==> config.mk <==
export PLATFORM = sky130hd
export DESIGN_NAME = cmd_cfg
export DESIGN_NICKNAME = d
export VERILOG_FILES = /design/src/rtl/cmd_pkg.sv /design/src/rtl/cmd_watchdog.sv /design/src/rtl/cmd_cfg.sv
export SDC_FILE = /design/constraint.sdc
export NUM_CORES = 1
export LEC_CHECK = 0
export BUFFER_PORTS_ARGS = -buffer_cell sky130_fd_sc_hd__buf_2
export CORE_MARGIN = 3
export CORE_UTILIZATION = 45
export DETAILED_ROUTE_END_ITERATION = 12
export HOLD_SLACK_MARGIN = 0.02
export PLACE_DENSITY = 0.65
export SKIP_CTS_REPAIR_TIMING = 1
export SLEW_MARGIN = 30
export SYNTH_ARGS = -nofsm -noshare
export SYNTH_HDL_FRONTEND = slang
export SYNTH_HIERARCHICAL = 1
export SYNTH_SLANG_ARGS = --single-unit
==> constraint.sdc <==
create_clock -name clk -period 2.6 [get_ports clk]
set_clock_uncertainty 0.15 [all_clocks]
set_input_delay 0.65 -clock clk [delete_from_list [all_inputs] [get_ports clk]]
set_output_delay 0.65 -clock clk [all_outputs]
set_load 0.05 [all_outputs]
==> src/rtl/cmd_pkg.sv <==
// ---------------------------------------------------------------------------
// cmd_pkg
// Shared definitions for the command-configuration stage: host opcodes,
// response bytes, command FSM state encoding and watchdog widths.
// No ports (package).
// ---------------------------------------------------------------------------
package cmd_pkg;

    // Host opcodes
    localparam logic [7:0] SET_PTCH  = 8'h02;
    localparam logic [7:0] SET_ROLL  = 8'h03;
    localparam logic [7:0] SET_YAW   = 8'h04;
    localparam logic [7:0] SET_THRST = 8'h05;
    localparam logic [7:0] SET_CAL   = 8'h06;
    localparam logic [7:0] SET_EMGL  = 8'h07;
    localparam logic [7:0] SET_MOFF  = 8'h08;

    // Response bytes returned to the host
    localparam logic [7:0] RESP_ACK = 8'hA5;
    localparam logic [7:0] RESP_NAK = 8'hEE;

    // Communication-loss watchdog widths (fast variant shortens simulation)
    localparam int WD_W_FAST = 32'd9;
    localparam int WD_W_FULL = 32'd26;

    typedef enum logic [1:0] {
        IDLE     = 2'b00,
        CAL_WAIT = 2'b01,
        RESP     = 2'b10
    } state_t;

endpackage

==> src/rtl/cmd_watchdog.sv <==
// ---------------------------------------------------------------------------
// cmd_watchdog
// Saturating up-counter used as the communication-loss watchdog.
// Ports:
//   clk     in  system clock
//   rst     in  synchronous active-high reset (count -> 0)
//   clr     in  synchronous clear, dominates enable
//   en      in  count enable
//   timeout out high while the count is saturated at all-ones
// ---------------------------------------------------------------------------
module cmd_watchdog #(
    parameter int W = 26
) (
    input  logic clk,
    input  logic rst,
    input  logic clr,
    input  logic en,
    output logic timeout
);

    localparam logic [W-1:0] CNT_ZERO = {W{1'b0}};
    localparam logic [W-1:0] CNT_ONE  = {{(W-1){1'b0}}, 1'b1};
    localparam logic [W-1:0] CNT_MAX  = {W{1'b1}};

    logic [W-1:0] cnt_q;
    logic [W-1:0] cnt_d;

    // Next count: clear wins, otherwise increment until saturated and hold
    always_comb begin
        cnt_d = cnt_q;
        if (clr) begin
            cnt_d = CNT_ZERO;
        end else if (en && (cnt_q != CNT_MAX)) begin
            cnt_d = cnt_q + CNT_ONE;
        end else begin
            cnt_d = cnt_q;
        end
    end

    // Count register
    always_ff @(posedge clk) begin
        if (rst) begin
            cnt_q <= CNT_ZERO;
        end else begin
            cnt_q <= cnt_d;
        end
    end

    assign timeout = (cnt_q == CNT_MAX);

endmodule

==> src/rtl/cmd_cfg.sv <==
// ---------------------------------------------------------------------------
// cmd_cfg
// Command-configuration stage between the UART command wrapper and the
// flight controller. Decodes host packets (opcode + 16-bit data), holds the
// pitch/roll/yaw/thrust setpoints, sequences inertial calibration, drives
// motors_off and answers every packet with an ACK/NAK byte. A watchdog
// zeroes the setpoints if the host goes silent while the motors are live.
// Ports:
//   clk, rst             clock, synchronous active-high reset
//   cmd_rdy, cmd, data   incoming packet, held until clr_cmd_rdy
//   clr_cmd_rdy          combinational consume pulse (same cycle as accept)
//   send_resp, resp      one-cycle launch of the response byte
//   cal_done             calibration complete pulse from the inertial unit
//   strt_cal             one-cycle calibration start pulse
//   inertial_cal         high throughout calibration
//   d_ptch/d_roll/d_yaw  signed setpoints
//   thrst                unsigned 9-bit thrust setpoint
//   motors_off           forces the ESC drivers to idle
// ---------------------------------------------------------------------------
module cmd_cfg
    import cmd_pkg::*;
#(
    parameter bit         FAST_SIM = 1'b0,
    parameter logic [7:0] ACK      = RESP_ACK,
    parameter logic [7:0] NAK      = RESP_NAK
) (
    input  logic        clk,
    input  logic        rst,
    input  logic        cmd_rdy,
    input  logic [7:0]  cmd,
    input  logic [15:0] data,
    output logic        clr_cmd_rdy,
    output logic        send_resp,
    output logic [7:0]  resp,
    input  logic        cal_done,
    output logic        strt_cal,
    output logic        inertial_cal,
    output logic [15:0] d_ptch,
    output logic [15:0] d_roll,
    output logic [15:0] d_yaw,
    output logic [8:0]  thrst,
    output logic        motors_off
);

    localparam int WD_W = FAST_SIM ? WD_W_FAST : WD_W_FULL;

    state_t      state_q,        state_d;
    logic        send_resp_q,    send_resp_d;
    logic [7:0]  resp_q,         resp_d;
    logic        strt_cal_q,     strt_cal_d;
    logic        inertial_cal_q, inertial_cal_d;
    logic [15:0] d_ptch_q,       d_ptch_d;
    logic [15:0] d_roll_q,       d_roll_d;
    logic [15:0] d_yaw_q,        d_yaw_d;
    logic [8:0]  thrst_q,        thrst_d;
    logic        motors_off_q,   motors_off_d;

    logic        accept_s;
    logic        wd_clr_s;
    logic        wd_en_s;
    logic        wd_timeout_s;

    // A packet is taken only from IDLE; in CAL_WAIT it simply stays pending
    assign accept_s = (state_q == IDLE) && cmd_rdy;

    // Watchdog is held at zero while disarmed (motors off) or calibrating
    assign wd_clr_s = accept_s || motors_off_q || (state_q == CAL_WAIT);
    assign wd_en_s  = !motors_off_q;

    cmd_watchdog #(
        .W (WD_W)
    ) u_watchdog (
        .clk     (clk),
        .rst     (rst),
        .clr     (wd_clr_s),
        .en      (wd_en_s),
        .timeout (wd_timeout_s)
    );

    // Next-state, opcode decode and output computation
    always_comb begin
        state_d        = state_q;
        send_resp_d    = 1'b0;
        resp_d         = resp_q;
        strt_cal_d     = 1'b0;
        inertial_cal_d = inertial_cal_q;
        d_ptch_d       = d_ptch_q;
        d_roll_d       = d_roll_q;
        d_yaw_d        = d_yaw_q;
        thrst_d        = thrst_q;
        motors_off_d   = motors_off_q;

        // Comm loss: land softly, but a packet arriving now takes priority
        if (wd_timeout_s && !accept_s) begin
            d_ptch_d = 16'h0000;
            d_roll_d = 16'h0000;
            d_yaw_d  = 16'h0000;
            thrst_d  = 9'h000;
        end else begin
            d_ptch_d = d_ptch_q;
        end

        case (state_q)
            IDLE: begin
                if (cmd_rdy) begin
                    state_d     = RESP;
                    send_resp_d = 1'b1;
                    resp_d      = ACK;
                    case (cmd)
                        SET_PTCH:  d_ptch_d = data;
                        SET_ROLL:  d_roll_d = data;
                        SET_YAW:   d_yaw_d  = data;
                        SET_THRST: thrst_d  = data[8:0];
                        SET_EMGL: begin
                            d_ptch_d = 16'h0000;
                            d_roll_d = 16'h0000;
                            d_yaw_d  = 16'h0000;
                            thrst_d  = 9'h000;
                        end
                        SET_MOFF: begin
                            motors_off_d = 1'b1;
                            thrst_d      = 9'h000;
                        end
                        // Calibration answers only once cal_done arrives
                        SET_CAL: begin
                            state_d        = CAL_WAIT;
                            send_resp_d    = 1'b0;
                            resp_d         = resp_q;
                            strt_cal_d     = 1'b1;
                            inertial_cal_d = 1'b1;
                            motors_off_d   = 1'b0;
                        end
                        default: resp_d = NAK;
                    endcase
                end else begin
                    state_d = IDLE;
                end
            end
            CAL_WAIT: begin
                if (cal_done) begin
                    state_d        = RESP;
                    send_resp_d    = 1'b1;
                    resp_d         = ACK;
                    inertial_cal_d = 1'b0;
                end else begin
                    state_d = CAL_WAIT;
                end
            end
            RESP: begin
                state_d = IDLE;
            end
            default: begin
                state_d = IDLE;
            end
        endcase
    end

    // State and output registers
    always_ff @(posedge clk) begin
        if (rst) begin
            state_q        <= IDLE;
            send_resp_q    <= 1'b0;
            resp_q         <= ACK;
            strt_cal_q     <= 1'b0;
            inertial_cal_q <= 1'b0;
            d_ptch_q       <= 16'h0000;
            d_roll_q       <= 16'h0000;
            d_yaw_q        <= 16'h0000;
            thrst_q        <= 9'h000;
            motors_off_q   <= 1'b1;
        end else begin
            state_q        <= state_d;
            send_resp_q    <= send_resp_d;
            resp_q         <= resp_d;
            strt_cal_q     <= strt_cal_d;
            inertial_cal_q <= inertial_cal_d;
            d_ptch_q       <= d_ptch_d;
            d_roll_q       <= d_roll_d;
            d_yaw_q        <= d_yaw_d;
            thrst_q        <= thrst_d;
            motors_off_q   <= motors_off_d;
        end
    end

    assign clr_cmd_rdy  = accept_s;
    assign send_resp    = send_resp_q;
    assign resp         = resp_q;
    assign strt_cal     = strt_cal_q;
    assign inertial_cal = inertial_cal_q;
    assign d_ptch       = d_ptch_q;
    assign d_roll       = d_roll_q;
    assign d_yaw        = d_yaw_q;
    assign thrst        = thrst_q;
    assign motors_off   = motors_off_q;

endmodule

==> results of run 1 <==
## sequential cells by signal (all words and copies together) (netlist names), 2 cells and up
| register | count |
|---|---|
| u_watchdog/cnt_q | 26 |
| d_yaw | 16 |
| d_roll | 16 |
| thrst | 9 |
| resp | 2 |
| d_ptch | 16 |
## stage by stage
step	util, %	hold WS [ns]
2_1_floorplan	-	0.298
3_3_place_gp	53.9	0.296
3_5_place_dp	53.9	0.319
4_1_cts	56.3	0.338
5_1_grt	56.3	0.357
6_report	56.3	0.337
## report_power, final
| part | total, mW | switching, mW | internal (mW) |
|---|---|---|---|
| Clock | 0.972 | 0.516 | 0.456 |
| Sequential | 1.39 | 0.00408 | 1.38 |
| Combinational | 0.178 | 0.129 | 0.0495 |
| Total | 2.54 | 0.649 | 1.89 |
## final timing paths
path / slack (ns) / depth (start not counted) / end / startpoint
setup / recovery: 0.18 / 3 / clr_cmd_rdy / send_resp
hold / removal: 0.34 / 2 / u_watchdog/cnt_q[19] / u_watchdog/cnt_q[19]
setup reg to reg: 0.20 / 8 / d_roll[1] / u_watchdog/cnt_q[1]
hold reg to reg: 0.34 / 2 / u_watchdog/cnt_q[19] / u_watchdog/cnt_q[19]
## worst register-to-register path, stage by stage (launching register included)
cell and delay (ns):
sky130_fd_sc_hd__dfxtp_1 0.38, sky130_fd_sc_hd__ha_1 0.22, sky130_fd_sc_hd__nand4_1 0.15, sky130_fd_sc_hd__or4_1 0.51, sky130_fd_sc_hd__nor2_1 0.17, sky130_fd_sc_hd__buf_4 0.15, sky130_fd_sc_hd__a21oi_4 0.05, sky130_fd_sc_hd__buf_12 0.19
sky130_fd_sc_hd__a32o_2 0.31
## cell usage after synthesis, drive strengths merged, types with 2 or more instances
cell	count	share of area (%)
dfxtp	90	46
a32o	57	15
buf	24	4.3
nor2	20	1.9
nand2	17	1.6
a21oi	14	1.9
nand4	11	3.1
nor4	11	4.2
or4	10	2.0
xnor2	10	2.2
nand3	9	1.1
and2	8	1.3
clkbuf	8	1.0
inv	8	0.76
o21ai	6	0.76
and4	5	1.1
nor3	5	0.76
o211ai	5	1.3
nor2b	4	0.64
o31ai	4	0.76
o21a	3	0.57
or3	3	0.48
or4b	3	0.86
xor2	3	0.67
a2111oi	2	0.45
a211oi	2	0.38
a31oi	2	0.32
conb	2	0.19
or3b	2	0.45
## layout make-up
class / instances / area share [%]
clock buffer: 10 / 2.72
timing repair buffer: 113 / 13.4
tap: 105 / 2.80
inverter: 9 / 0.746
clock inverter: 6 / 1.55
sequential: 90 / 38.4
multi-input combinational: 237 / 40.5
## layer usage
| metal | global-route usage, % | up-vias | share of wire [%] |
|---|---|---|---|
| li1 | - | 1610 | - |
| met1 | 26.7 | 1584 | 45 |
| met2 | 31.4 | 101 | 48 |
| met3 | 3.30 | 6 | 6.1 |
| met4 | 5.36 | 0 | 0.54 |
| met5 | 0 | - | 0 |
## cells by family (layout without fill, tap and decap cells)
kind of cell / after synthesis / after routing / synth area share (%)
other: 2 / 4 / 0.191
xor gates and xnor gates: 13 / 13 / 2.90
adders and majority gates: 1 / 1 / 0.318
and+or+nand+nor: 114 / 114 / 20.7
DFF: 90 / 90 / 45.8
AOI/OAI and AO/OA: 105 / 105 / 23.8
buffers and inverters: 41 / 138 / 6.24
==> flow_results.xml, run 1 <==
<?xml version="1.0" encoding="UTF-8"?>
<metrics>
  <group name="placement">
    <metric name="place.port_buffers" unit="">93</metric>
    <metric name="placed_area" unit="um^2">4500</metric>
    <metric name="detailed_place_hpwl" unit="um">6820</metric>
    <metric name="preCtsSetupSlack" unit="ns">0.134</metric>
    <metric name="finalWeightedCongestion" unit="">0.786</metric>
    <metric name="post-place-cells" unit="">554</metric>
  </group>
  <group name="final_layout">
    <metric name="mostFrequentLayoutCell" unit="">sky130_fd_sc_hd__buf_2</metric>
    <metric name="num-fill-cells" unit="">782</metric>
    <metric name="final_design_area_no_fill" unit="um^2">4700</metric>
    <metric name="final-instance-count-excl-fill" unit="">570</metric>
    <metric name="drive_above_1_share" unit="%">35.9</metric>
    <metric name="final_cell_mix" unit="">sky130_fd_sc_hd__buf_2, sky130_fd_sc_hd__dfxtp_1, sky130_fd_sc_hd__a32o_1</metric>
    <metric name="nNetsFinal" unit="">489</metric>
    <metric name="area_growth_syn_to_layout" unit="%">19.4</metric>
    <metric name="antenna_cells_inserted" unit="">0</metric>
    <metric name="area.sequential" unit="um^2">1800</metric>
    <metric name="multiInputGateArea" unit="um^2">1900</metric>
  </group>
  <group name="yosys">
    <metric name="syn_area_per_cell" unit="um^2">10.7</metric>
    <metric name="synth_ff_type" unit="">sky130_fd_sc_hd__dfxtp_1</metric>
    <metric name="postSynthRegisterBits" unit="">90</metric>
    <metric name="yosys.cell_types.count" unit="">62</metric>
    <metric name="synthesis.instances" unit="">366</metric>
    <metric name="synth-edff-count" unit="">0</metric>
    <metric name="ys_seq_area_share" unit="%">45.8</metric>
    <metric name="synthesis.yosys.warnings" unit="">6</metric>
    <metric name="asyncSetResetFlopFracSynth" unit="%">0</metric>
    <metric name="mappedNetlistArea" unit="um^2">3930</metric>
  </group>
  <group name="power_and_ir_drop">
    <metric name="worst_ir_drop_vdd" unit="mV">0.262</metric>
    <metric name="p_per_area" unit="nW/um^2">540</metric>
    <metric name="total_power" unit="mW">2.54</metric>
    <metric name="total_leakage_power" unit="nW">1.97</metric>
  </group>
  <group name="floorplanning">
    <metric name="area_of_the_core_region" unit="um^2">8340</metric>
    <metric name="die-area" unit="um^2">9900</metric>
    <metric name="std_cell_rows" unit="">33</metric>
    <metric name="floorplan.initialDensity" unit="%">47.1</metric>
    <metric name="die-width" unit="um">99.5</metric>
    <metric name="chipHeight" unit="um">99.5</metric>
    <metric name="io_pins" unit="">98</metric>
  </group>
  <group name="critical_path">
    <metric name="stage_delay_of_the_slowest_cell_on_the_critical_path" unit="ns">0.53</metric>
    <metric name="cpLargestDelayFamily" unit="">simple AND/OR/NAND/NOR gates</metric>
    <metric name="critical_path_required" unit="ns">1.80</metric>
    <metric name="worstPathMaxFanout" unit="">8</metric>
    <metric name="timing.critical_path.slowest_stage_cell" unit="">sky130_fd_sc_hd__or3b_1</metric>
    <metric name="setup.worst_path.start_class" unit="">register</metric>
    <metric name="timing.critical_path.buf_inv" unit="">2</metric>
    <metric name="worstPathCellList" unit="">or3b_1, clkinv_2, buf_2</metric>
    <metric name="critPathCaptureType" unit="">output port</metric>
    <metric name="data_arrival_time_of_the_critical_path" unit="ns">1.62</metric>
    <metric name="timing.setup.critical_path_class" unit="">reg2out</metric>
  </group>
  <group name="sta">
    <metric name="timing.final.ws_setup" unit="ns">0.178</metric>
    <metric name="top_achievable_clock_speed" unit="GHz">0.413</metric>
    <metric name="timing.final.crit_share" unit="%">93.1</metric>
    <metric name="totalNegativeSetupSlack" unit="ns">0</metric>
    <metric name="setup_viol_count_final" unit="">0</metric>
    <metric name="post-route-min-period" unit="ns">2.42</metric>
    <metric name="final_hold_viol_count" unit="">0</metric>
    <metric name="worst_slew_pin_slew" unit="ns">0.515</metric>
    <metric name="timing.max_slew.rel_slack" unit="%">64.8</metric>
    <metric name="unrepaired_setup_endpoints_after_global_routing" unit="">false</metric>
    <metric name="maxSlewViolCount" unit="">0</metric>
  </group>
  <group name="clocking">
    <metric name="cts_h_tree_lvls" unit="">3</metric>
    <metric name="clkLatencyLatePin" unit="ns">0.35</metric>
    <metric name="numCtsBuffers" unit="">9</metric>
    <metric name="cts_tree" unit="">yes</metric>
    <metric name="cts_sinks" unit="">90</metric>
    <metric name="ctsRootBufferMaster" unit="">sky130_fd_sc_hd__clkbuf_8</metric>
    <metric name="worst_setup_hold_path_clk_slew" unit="ns">0.10</metric>
    <metric name="max-clock-path-buffers" unit="">2</metric>
  </group>
  <group name="global_routing">
    <metric name="grt_antenna_before_repair" unit="">0</metric>
    <metric name="grt-ovfl-total" unit="">0</metric>
    <metric name="global_route_wire_length_before_repair" unit="um">15600</metric>
    <metric name="grt_max_degree" unit="">58</metric>
    <metric name="grt_use_total" unit="%">19.4</metric>
    <metric name="grt_pass1_vias" unit="">3073</metric>
  </group>
  <group name="job">
    <metric name="maxCapViolations" unit="">0</metric>
  </group>
  <group name="route">
    <metric name="detailedRoute.firstPassIterationCount" unit="">5</metric>
    <metric name="ant_nets" unit="">0</metric>
    <metric name="initialDrtViolationCount" unit="">167</metric>
    <metric name="post_drt_via_cell_ratio" unit="">5.79</metric>
    <metric name="finalWirelength" unit="um">9560</metric>
    <metric name="via_count" unit="">3301</metric>
    <metric name="drt_drc_violations_left" unit="">0</metric>
    <metric name="routed_wire_length_per_instance" unit="um">16.8</metric>
  </group>
  <group name="outcome">
    <metric name="outcome" unit="">completed</metric>
  </group>
  <group name="hold_path">
    <metric name="holdCritPathClass" unit="">reg2reg</metric>
  </group>
</metrics>
(Power assumes the default switching activity.)
==> run 2: changes to the inputs <==
--- a/config.mk
+++ b/config.mk
@@ -7,10 +7,10 @@
 export LEC_CHECK = 0
 export BUFFER_PORTS_ARGS = -buffer_cell sky130_fd_sc_hd__buf_2
 export CORE_MARGIN = 3
-export CORE_UTILIZATION = 45
+export CORE_UTILIZATION = 30
 export DETAILED_ROUTE_END_ITERATION = 12
 export HOLD_SLACK_MARGIN = 0.02
-export PLACE_DENSITY = 0.65
+export PLACE_DENSITY = 0.46
 export SKIP_CTS_REPAIR_TIMING = 1
 export SLEW_MARGIN = 30
 export SYNTH_ARGS = -nofsm -noshare
==> run 2 against run 1 <==
Die area up 47%. Global-route usage down 4.6 points. Core utilization down 18 points. First-iteration DRC count up 60%. Sequential share of layout area down 1.5 points. Sequential cell count unchanged. Worst setup slack better by 0.013 ns. Final cell count up 12%. Hold slack worse by 0.0060 ns. Non-clock buffer count up 1. Largest cell class unchanged.
==> flow_results.xml, run 2 (synthesized netlist as in run 1, its figures left out) <==
<?xml version="1.0" encoding="UTF-8"?>
<metrics>
  <group name="power_and_ir_drop">
    <metric name="p_per_area" unit="nW/um^2">581</metric>
    <metric name="total_leakage_power" unit="nW">2.02</metric>
    <metric name="worst_ir_drop_vdd" unit="mV">0.290</metric>
    <metric name="total_power" unit="mW">2.84</metric>
  </group>
  <group name="clocking">
    <metric name="max-clock-path-buffers" unit="">2</metric>
    <metric name="worst_setup_hold_path_clk_slew" unit="ns">0.06</metric>
    <metric name="numCtsBuffers" unit="">9</metric>
    <metric name="cts_sinks" unit="">90</metric>
    <metric name="cts_tree" unit="">yes</metric>
    <metric name="cts_h_tree_lvls" unit="">3</metric>
    <metric name="clkLatencyLatePin" unit="ns">0.34</metric>
    <metric name="ctsRootBufferMaster" unit="">sky130_fd_sc_hd__clkbuf_16</metric>
  </group>
  <group name="global_routing">
    <metric name="grt_max_degree" unit="">58</metric>
    <metric name="grt_use_total" unit="%">14.8</metric>
    <metric name="grt_antenna_before_repair" unit="">0</metric>
    <metric name="grt_pass1_vias" unit="">3112</metric>
    <metric name="grt-ovfl-total" unit="">0</metric>
    <metric name="global_route_wire_length_before_repair" unit="um">16800</metric>
  </group>
  <group name="floorplanning">
    <metric name="io_pins" unit="">98</metric>
    <metric name="die-width" unit="um">120</metric>
    <metric name="die-area" unit="um^2">14500</metric>
    <metric name="chipHeight" unit="um">120</metric>
    <metric name="area_of_the_core_region" unit="um^2">12700</metric>
    <metric name="floorplan.initialDensity" unit="%">30.9</metric>
    <metric name="std_cell_rows" unit="">41</metric>
  </group>
  <group name="route">
    <metric name="ant_nets" unit="">0</metric>
    <metric name="drt_drc_violations_left" unit="">0</metric>
    <metric name="routed_wire_length_per_instance" unit="um">16.9</metric>
    <metric name="via_count" unit="">3298</metric>
    <metric name="post_drt_via_cell_ratio" unit="">5.17</metric>
    <metric name="finalWirelength" unit="um">10800</metric>
    <metric name="initialDrtViolationCount" unit="">268</metric>
    <metric name="detailedRoute.firstPassIterationCount" unit="">4</metric>
  </group>
  <group name="final_layout">
    <metric name="area.sequential" unit="um^2">1800</metric>
    <metric name="registers.top_by_ff_count" unit="">u_watchdog/cnt_q</metric>
    <metric name="multiInputGateArea" unit="um^2">1900</metric>
    <metric name="largest_register_ffs" unit="">26</metric>
    <metric name="post-route-util" unit="%">38.4</metric>
    <metric name="nNetsFinal" unit="">490</metric>
    <metric name="final_cell_mix" unit="">sky130_fd_sc_hd__buf_2, sky130_fd_sc_hd__dfxtp_1, sky130_fd_sc_hd__a32o_1</metric>
    <metric name="drive_above_1_share" unit="%">36.3</metric>
    <metric name="final-instance-count-excl-fill" unit="">638</metric>
    <metric name="mostFrequentLayoutCell" unit="">sky130_fd_sc_hd__buf_2</metric>
    <metric name="antenna_cells_inserted" unit="">0</metric>
    <metric name="area_growth_syn_to_layout" unit="%">24.2</metric>
    <metric name="num-fill-cells" unit="">1294</metric>
  </group>
  <group name="sta">
    <metric name="worst_slew_pin_slew" unit="ns">0.538</metric>
    <metric name="timing.final.crit_share" unit="%">92.6</metric>
    <metric name="top_achievable_clock_speed" unit="GHz">0.415</metric>
    <metric name="post-route-min-period" unit="ns">2.41</metric>
    <metric name="unrepaired_setup_endpoints_after_global_routing" unit="">false</metric>
    <metric name="timing.max_slew.rel_slack" unit="%">63.2</metric>
    <metric name="final_hold_viol_count" unit="">0</metric>
    <metric name="totalNegativeSetupSlack" unit="ns">0</metric>
    <metric name="setup_viol_count_final" unit="">0</metric>
    <metric name="maxSlewViolCount" unit="">0</metric>
  </group>
  <group name="critical_path">
    <metric name="r2r-end" unit="">u_watchdog/cnt_q[23]</metric>
    <metric name="timing.critical_path.buf_inv" unit="">0</metric>
    <metric name="setup.worst_path.start_class" unit="">register</metric>
    <metric name="stage_delay_of_the_slowest_cell_on_the_critical_path" unit="ns">0.65</metric>
    <metric name="worstPathCellList" unit="">nand4_1, or4b_4, or4_1, or4_1, nand2_1</metric>
    <metric name="r2r-start" unit="">u_watchdog/cnt_q[11]</metric>
    <metric name="worstPathMaxFanout" unit="">14</metric>
    <metric name="timing.critical_path.mode_cell" unit="">sky130_fd_sc_hd__or4_1</metric>
    <metric name="r2r_slack" unit="ns">0.19</metric>
    <metric name="timing.setup.critical_path_class" unit="">reg2reg</metric>
    <metric name="critPathCaptureType" unit="">register</metric>
    <metric name="data_arrival_time_of_the_critical_path" unit="ns">2.54</metric>
    <metric name="ff2ff_path_depth" unit="">5</metric>
    <metric name="cpLargestDelayFamily" unit="">simple AND/OR/NAND/NOR gates</metric>
    <metric name="critical_path_required" unit="ns">2.73</metric>
    <metric name="timing.critical_path.slowest_stage_cell" unit="">sky130_fd_sc_hd__or4b_4</metric>
  </group>
  <group name="outcome">
    <metric name="outcome" unit="">completed</metric>
  </group>
  <group name="hold_path">
    <metric name="holdCritPathClass" unit="">reg2reg</metric>
    <metric name="hold_path_startpoint" unit="">inertial_cal</metric>
    <metric name="hold_path_depth" unit="">2</metric>
    <metric name="min_delay_worst_endpoint" unit="">inertial_cal</metric>
  </group>
  <group name="placement">
    <metric name="post-place-cells" unit="">622</metric>
    <metric name="place.port_buffers" unit="">93</metric>
    <metric name="finalWeightedCongestion" unit="">0.770</metric>
    <metric name="detailed_place_hpwl" unit="um">7520</metric>
  </group>
  <group name="job">
    <metric name="maxCapViolations" unit="">0</metric>
  </group>
</metrics>
[run 2: changes by cell type in the layout (fill, tap and decap cells not counted), sizes merged]
cell      before  now
buf          113  114
bufinv         1    0
clkinv         3    2
clkinvlp       1    2
inv           10   11
[run 2: layer usage]
metal  global-route usage, %  wire length, um  vias to the layer above
met4                    5.95              147                        0
met5                       0                0                        -
met1                    19.5             5100                     1602
li1                        -                -                     1622
met2                    23.2             5040                       63
met3                    3.55              500                       11
[run 2: stage by stage]
| step | area, um^2 | hold slack [ns] | worst slack (ns) |
|---|---|---|---|
| floorplan | 3940 | 0.298 | 0.306 |
| global placement | 4600 | 0.308 | 0.206 |
| detailed placement | 4600 | 0.318 | 0.213 |
| CTS | 4890 | 0.332 | 0.195 |
| global route | 4890 | 0.353 | 0.0994 |
| finish | 4890 | 0.331 | 0.191 |
[run 2: power breakdown]
group / switching (mW) / leakage (nW) / internal [mW] / total [mW]
combinational: 0.131 / 1.16 / 0.0506 / 0.182
sequential: 0.00413 / 0.725 / 1.38 / 1.39
clock: 0.589 / 0.136 / 0.683 / 1.27
total: 0.724 / 2.02 / 2.12 / 2.84
[run 2: worst min-delay path, cell delays in order (launching register included)]
cell                      delay, ns
sky130_fd_sc_hd__dfxtp_1       0.33
sky130_fd_sc_hd__a31oi_1       0.04
sky130_fd_sc_hd__nor2_1        0.07
[run 2: worst max path at each step]
stage                    startpoint              endpoint  cells past startpoint  slack [ns]
2_1_floorplan               cmd_rdy           clr_cmd_rdy                      4        0.31
3_3_place_gp    u_watchdog/cnt_q[6]  u_watchdog/cnt_q[23]                      5        0.21
3_5_place_dp   u_watchdog/cnt_q[11]  u_watchdog/cnt_q[23]                      5        0.21
4_1_cts        u_watchdog/cnt_q[11]  u_watchdog/cnt_q[23]                      5        0.19
5_1_grt        u_watchdog/cnt_q[11]  u_watchdog/cnt_q[23]                      5         0.1
6_report       u_watchdog/cnt_q[11]  u_watchdog/cnt_q[23]                      5        0.19
[run 2: area by class of cell]
class,instances,share of cell area (%)
inverters,9,0.717
well taps,172,4.40
repair buffers,114,13.3
clock inverters,6,0.948
multi-input cells,237,38.9
flip-flops and latches,90,36.9
clock buffers,10,4.89
==> run 3: changes to the inputs <==
--- a/config.mk
+++ b/config.mk
@@ -8,6 +8,7 @@
 export BUFFER_PORTS_ARGS = -buffer_cell sky130_fd_sc_hd__buf_2
 export CORE_MARGIN = 3
 export CORE_UTILIZATION = 30
+export CTS_CLUSTER_SIZE = 10
 export DETAILED_ROUTE_END_ITERATION = 12
 export HOLD_SLACK_MARGIN = 0.02
 export PLACE_DENSITY = 0.46
==> constraint.sdc (replaced) <==
create_clock -name clk -period 2.6 [get_ports clk]
set_clock_uncertainty 0.15 [all_clocks]
set_input_delay 0.65 -clock clk [delete_from_list [all_inputs] [get_ports clk]]
set_output_delay 0.65 -clock clk [all_outputs]
set_load 0.1 [all_outputs]
==> run 3 against run 2 <==
Core utilization grew 0.41 points. Critical path type unchanged. Critical endpoint unchanged. Clock power grew 10%. Largest power group is now clock. Sequential share of layout area shrank 0.39 points. Largest cell class unchanged. Design area grew 1.1%.
==> flow_results.xml, run 3 (synthesized netlist as in run 1, its figures left out) <==
<?xml version="1.0" encoding="UTF-8"?>
<metrics>
  <group name="critical_path">
    <metric name="worstPathCellList" unit="">nand4_2, or4b_4, or4_1, or4_1, nand2_1</metric>
    <metric name="crit_path_start" unit="">u_watchdog/cnt_q[6]</metric>
    <metric name="timing.critical_path.mode_cell" unit="">sky130_fd_sc_hd__or4_1</metric>
    <metric name="timing.setup.critical_path_class" unit="">reg2reg</metric>
    <metric name="data_arrival_time_of_the_critical_path" unit="ns">2.55</metric>
    <metric name="stage_delay_of_the_slowest_cell_on_the_critical_path" unit="ns">0.66</metric>
    <metric name="critPathCaptureType" unit="">register</metric>
    <metric name="worstPathMaxFanout" unit="">14</metric>
    <metric name="timing.critical_path.slowest_stage_cell" unit="">sky130_fd_sc_hd__or4b_4</metric>
    <metric name="r2r-start" unit="">u_watchdog/cnt_q[6]</metric>
    <metric name="critical_path_required" unit="ns">2.74</metric>
    <metric name="setup.worst_path.start_class" unit="">register</metric>
  </group>
  <group name="placement">
    <metric name="post-place-cells" unit="">624</metric>
    <metric name="preCtsSetupSlack" unit="ns">0.215</metric>
    <metric name="detailed_place_hpwl" unit="um">7560</metric>
    <metric name="place.port_buffers" unit="">93</metric>
    <metric name="placed_area" unit="um^2">4620</metric>
    <metric name="finalWeightedCongestion" unit="">0.782</metric>
  </group>
  <group name="job">
    <metric name="maxCapViolations" unit="">0</metric>
  </group>
  <group name="route">
    <metric name="detailedRoute.firstPassIterationCount" unit="">4</metric>
    <metric name="finalWirelength" unit="um">10600</metric>
    <metric name="drt_drc_violations_left" unit="">0</metric>
    <metric name="routed_wire_length_per_instance" unit="um">16.5</metric>
    <metric name="via_count" unit="">3300</metric>
    <metric name="initialDrtViolationCount" unit="">241</metric>
    <metric name="post_drt_via_cell_ratio" unit="">5.16</metric>
    <metric name="ant_nets" unit="">0</metric>
  </group>
  <group name="clocking">
    <metric name="cts_h_tree_lvls" unit="">3</metric>
    <metric name="max-clock-path-buffers" unit="">2</metric>
    <metric name="worst_setup_hold_path_clk_slew" unit="ns">0.06</metric>
    <metric name="ctsRootBufferMaster" unit="">sky130_fd_sc_hd__clkbuf_16</metric>
    <metric name="cts_tree" unit="">yes</metric>
    <metric name="clkLatencyLatePin" unit="ns">0.34</metric>
    <metric name="numCtsBuffers" unit="">9</metric>
    <metric name="cts_sinks" unit="">90</metric>
  </group>
  <group name="power_and_ir_drop">
    <metric name="total_leakage_power" unit="nW">2.05</metric>
    <metric name="worst_ir_drop_vdd" unit="mV">0.405</metric>
    <metric name="total_power" unit="mW">3.02</metric>
    <metric name="p_per_area" unit="nW/um^2">611</metric>
  </group>
  <group name="sta">
    <metric name="unrepaired_setup_endpoints_after_global_routing" unit="">false</metric>
    <metric name="timing.final.crit_share" unit="%">92.6</metric>
    <metric name="post-route-min-period" unit="ns">2.41</metric>
    <metric name="timing.max_slew.rel_slack" unit="%">64.6</metric>
    <metric name="timing.final.ws_setup" unit="ns">0.194</metric>
    <metric name="top_achievable_clock_speed" unit="GHz">0.416</metric>
    <metric name="setup_viol_count_final" unit="">0</metric>
    <metric name="totalNegativeSetupSlack" unit="ns">0</metric>
    <metric name="final_hold_viol_count" unit="">0</metric>
    <metric name="maxSlewViolCount" unit="">0</metric>
    <metric name="worst_slew_pin_slew" unit="ns">0.518</metric>
  </group>
  <group name="final_layout">
    <metric name="final-instance-count-excl-fill" unit="">640</metric>
    <metric name="num-fill-cells" unit="">1315</metric>
    <metric name="antenna_cells_inserted" unit="">0</metric>
    <metric name="nNetsFinal" unit="">492</metric>
    <metric name="largest_register_ffs" unit="">26</metric>
    <metric name="area_growth_syn_to_layout" unit="%">25.6</metric>
    <metric name="registers.top_by_ff_count" unit="">u_watchdog/cnt_q</metric>
    <metric name="final_cell_mix" unit="">sky130_fd_sc_hd__buf_2, sky130_fd_sc_hd__dfxtp_1, sky130_fd_sc_hd__a32o_1</metric>
    <metric name="final_design_area_no_fill" unit="um^2">4940</metric>
    <metric name="mostFrequentLayoutCell" unit="">sky130_fd_sc_hd__buf_2</metric>
    <metric name="drive_above_1_share" unit="%">36.3</metric>
  </group>
  <group name="global_routing">
    <metric name="grt_antenna_before_repair" unit="">0</metric>
    <metric name="grt_max_degree" unit="">58</metric>
    <metric name="grt-ovfl-total" unit="">0</metric>
    <metric name="grt_use_total" unit="%">14.9</metric>
    <metric name="grt_pass1_vias" unit="">3159</metric>
    <metric name="global_route_wire_length_before_repair" unit="um">17100</metric>
  </group>
  <group name="hold_path">
    <metric name="holdCritPathClass" unit="">reg2reg</metric>
    <metric name="hold_path_startpoint" unit="">inertial_cal</metric>
  </group>
  <group name="floorplanning">
    <metric name="chipHeight" unit="um">120</metric>
    <metric name="std_cell_rows" unit="">41</metric>
    <metric name="floorplan.initialDensity" unit="%">30.9</metric>
    <metric name="die-width" unit="um">120</metric>
    <metric name="die-area" unit="um^2">14500</metric>
    <metric name="area_of_the_core_region" unit="um^2">12700</metric>
    <metric name="io_pins" unit="">98</metric>
  </group>
  <group name="outcome">
    <metric name="outcome" unit="">completed</metric>
  </group>
</metrics>
run 3: changes by cell type in the layout (fill, tap and decap cells not counted):
| cell | previous run | this run |
|---|---|---|
| sky130_fd_sc_hd__buf_2 | 93 | 92 |
| sky130_fd_sc_hd__buf_4 | 19 | 22 |
| sky130_fd_sc_hd__bufinv_16 | 0 | 2 |
| sky130_fd_sc_hd__clkbuf_1 | 0 | 1 |
| sky130_fd_sc_hd__clkinv_2 | 2 | 3 |
| sky130_fd_sc_hd__clkinvlp_4 | 2 | 1 |
| sky130_fd_sc_hd__inv_6 | 3 | 0 |
run 3: final timing paths:
| check | to | slack [ns] | cells after the start |
|---|---|---|---|
| worst max-delay path | u_watchdog/cnt_q[23] | 0.19 | 5 |
| worst min-delay path | inertial_cal | 0.33 | 2 |
| worst max register to register | u_watchdog/cnt_q[23] | 0.19 | 5 |
| worst min register to register | inertial_cal | 0.33 | 2 |
run 3: critical path, delay by kind of cell, from the launching register on:
kind | cells | cell delay (ns)
AND/OR/NAND/NOR | 5 | 1.79
flip-flops | 1 | 0.41
run 3: per-layer routing:
| metal | track usage, % | vias up | wire length, um |
|---|---|---|---|
| met5 | 0 | - | 0 |
| met1 | 19.4 | 1585 | 4940 |
| li1 | - | 1628 | - |
| met3 | 5.05 | 14 | 611 |
| met4 | 4.60 | 0 | 170 |
| met2 | 23.3 | 73 | 4830 |
run 3: cell type report:
class                   instances  area, um^2  area share [%]
well taps                     172         215            4.36
flip-flops and latches         90        1800            36.5
multi-input cells             237        1900            38.5
clock buffers                  11         243            4.92
clock inverters                 5        77.6            1.57
repair buffers                116         666            13.5
inverters                       9        35.0           0.709
run 3: power by group:
group | internal [mW] | switching (mW)
logic | 0.0551 | 0.177
clock network | 0.865 | 0.532
registers | 1.38 | 0.00394
total | 2.30 | 0.713
run 3: stage by stage:
step                hold WS (ns)  utilization, %
global placement           0.307            36.3
finish                     0.327            38.8
floorplan                  0.298               -
global route               0.358            38.8
CTS                        0.332            38.8
detailed placement         0.317            36.3
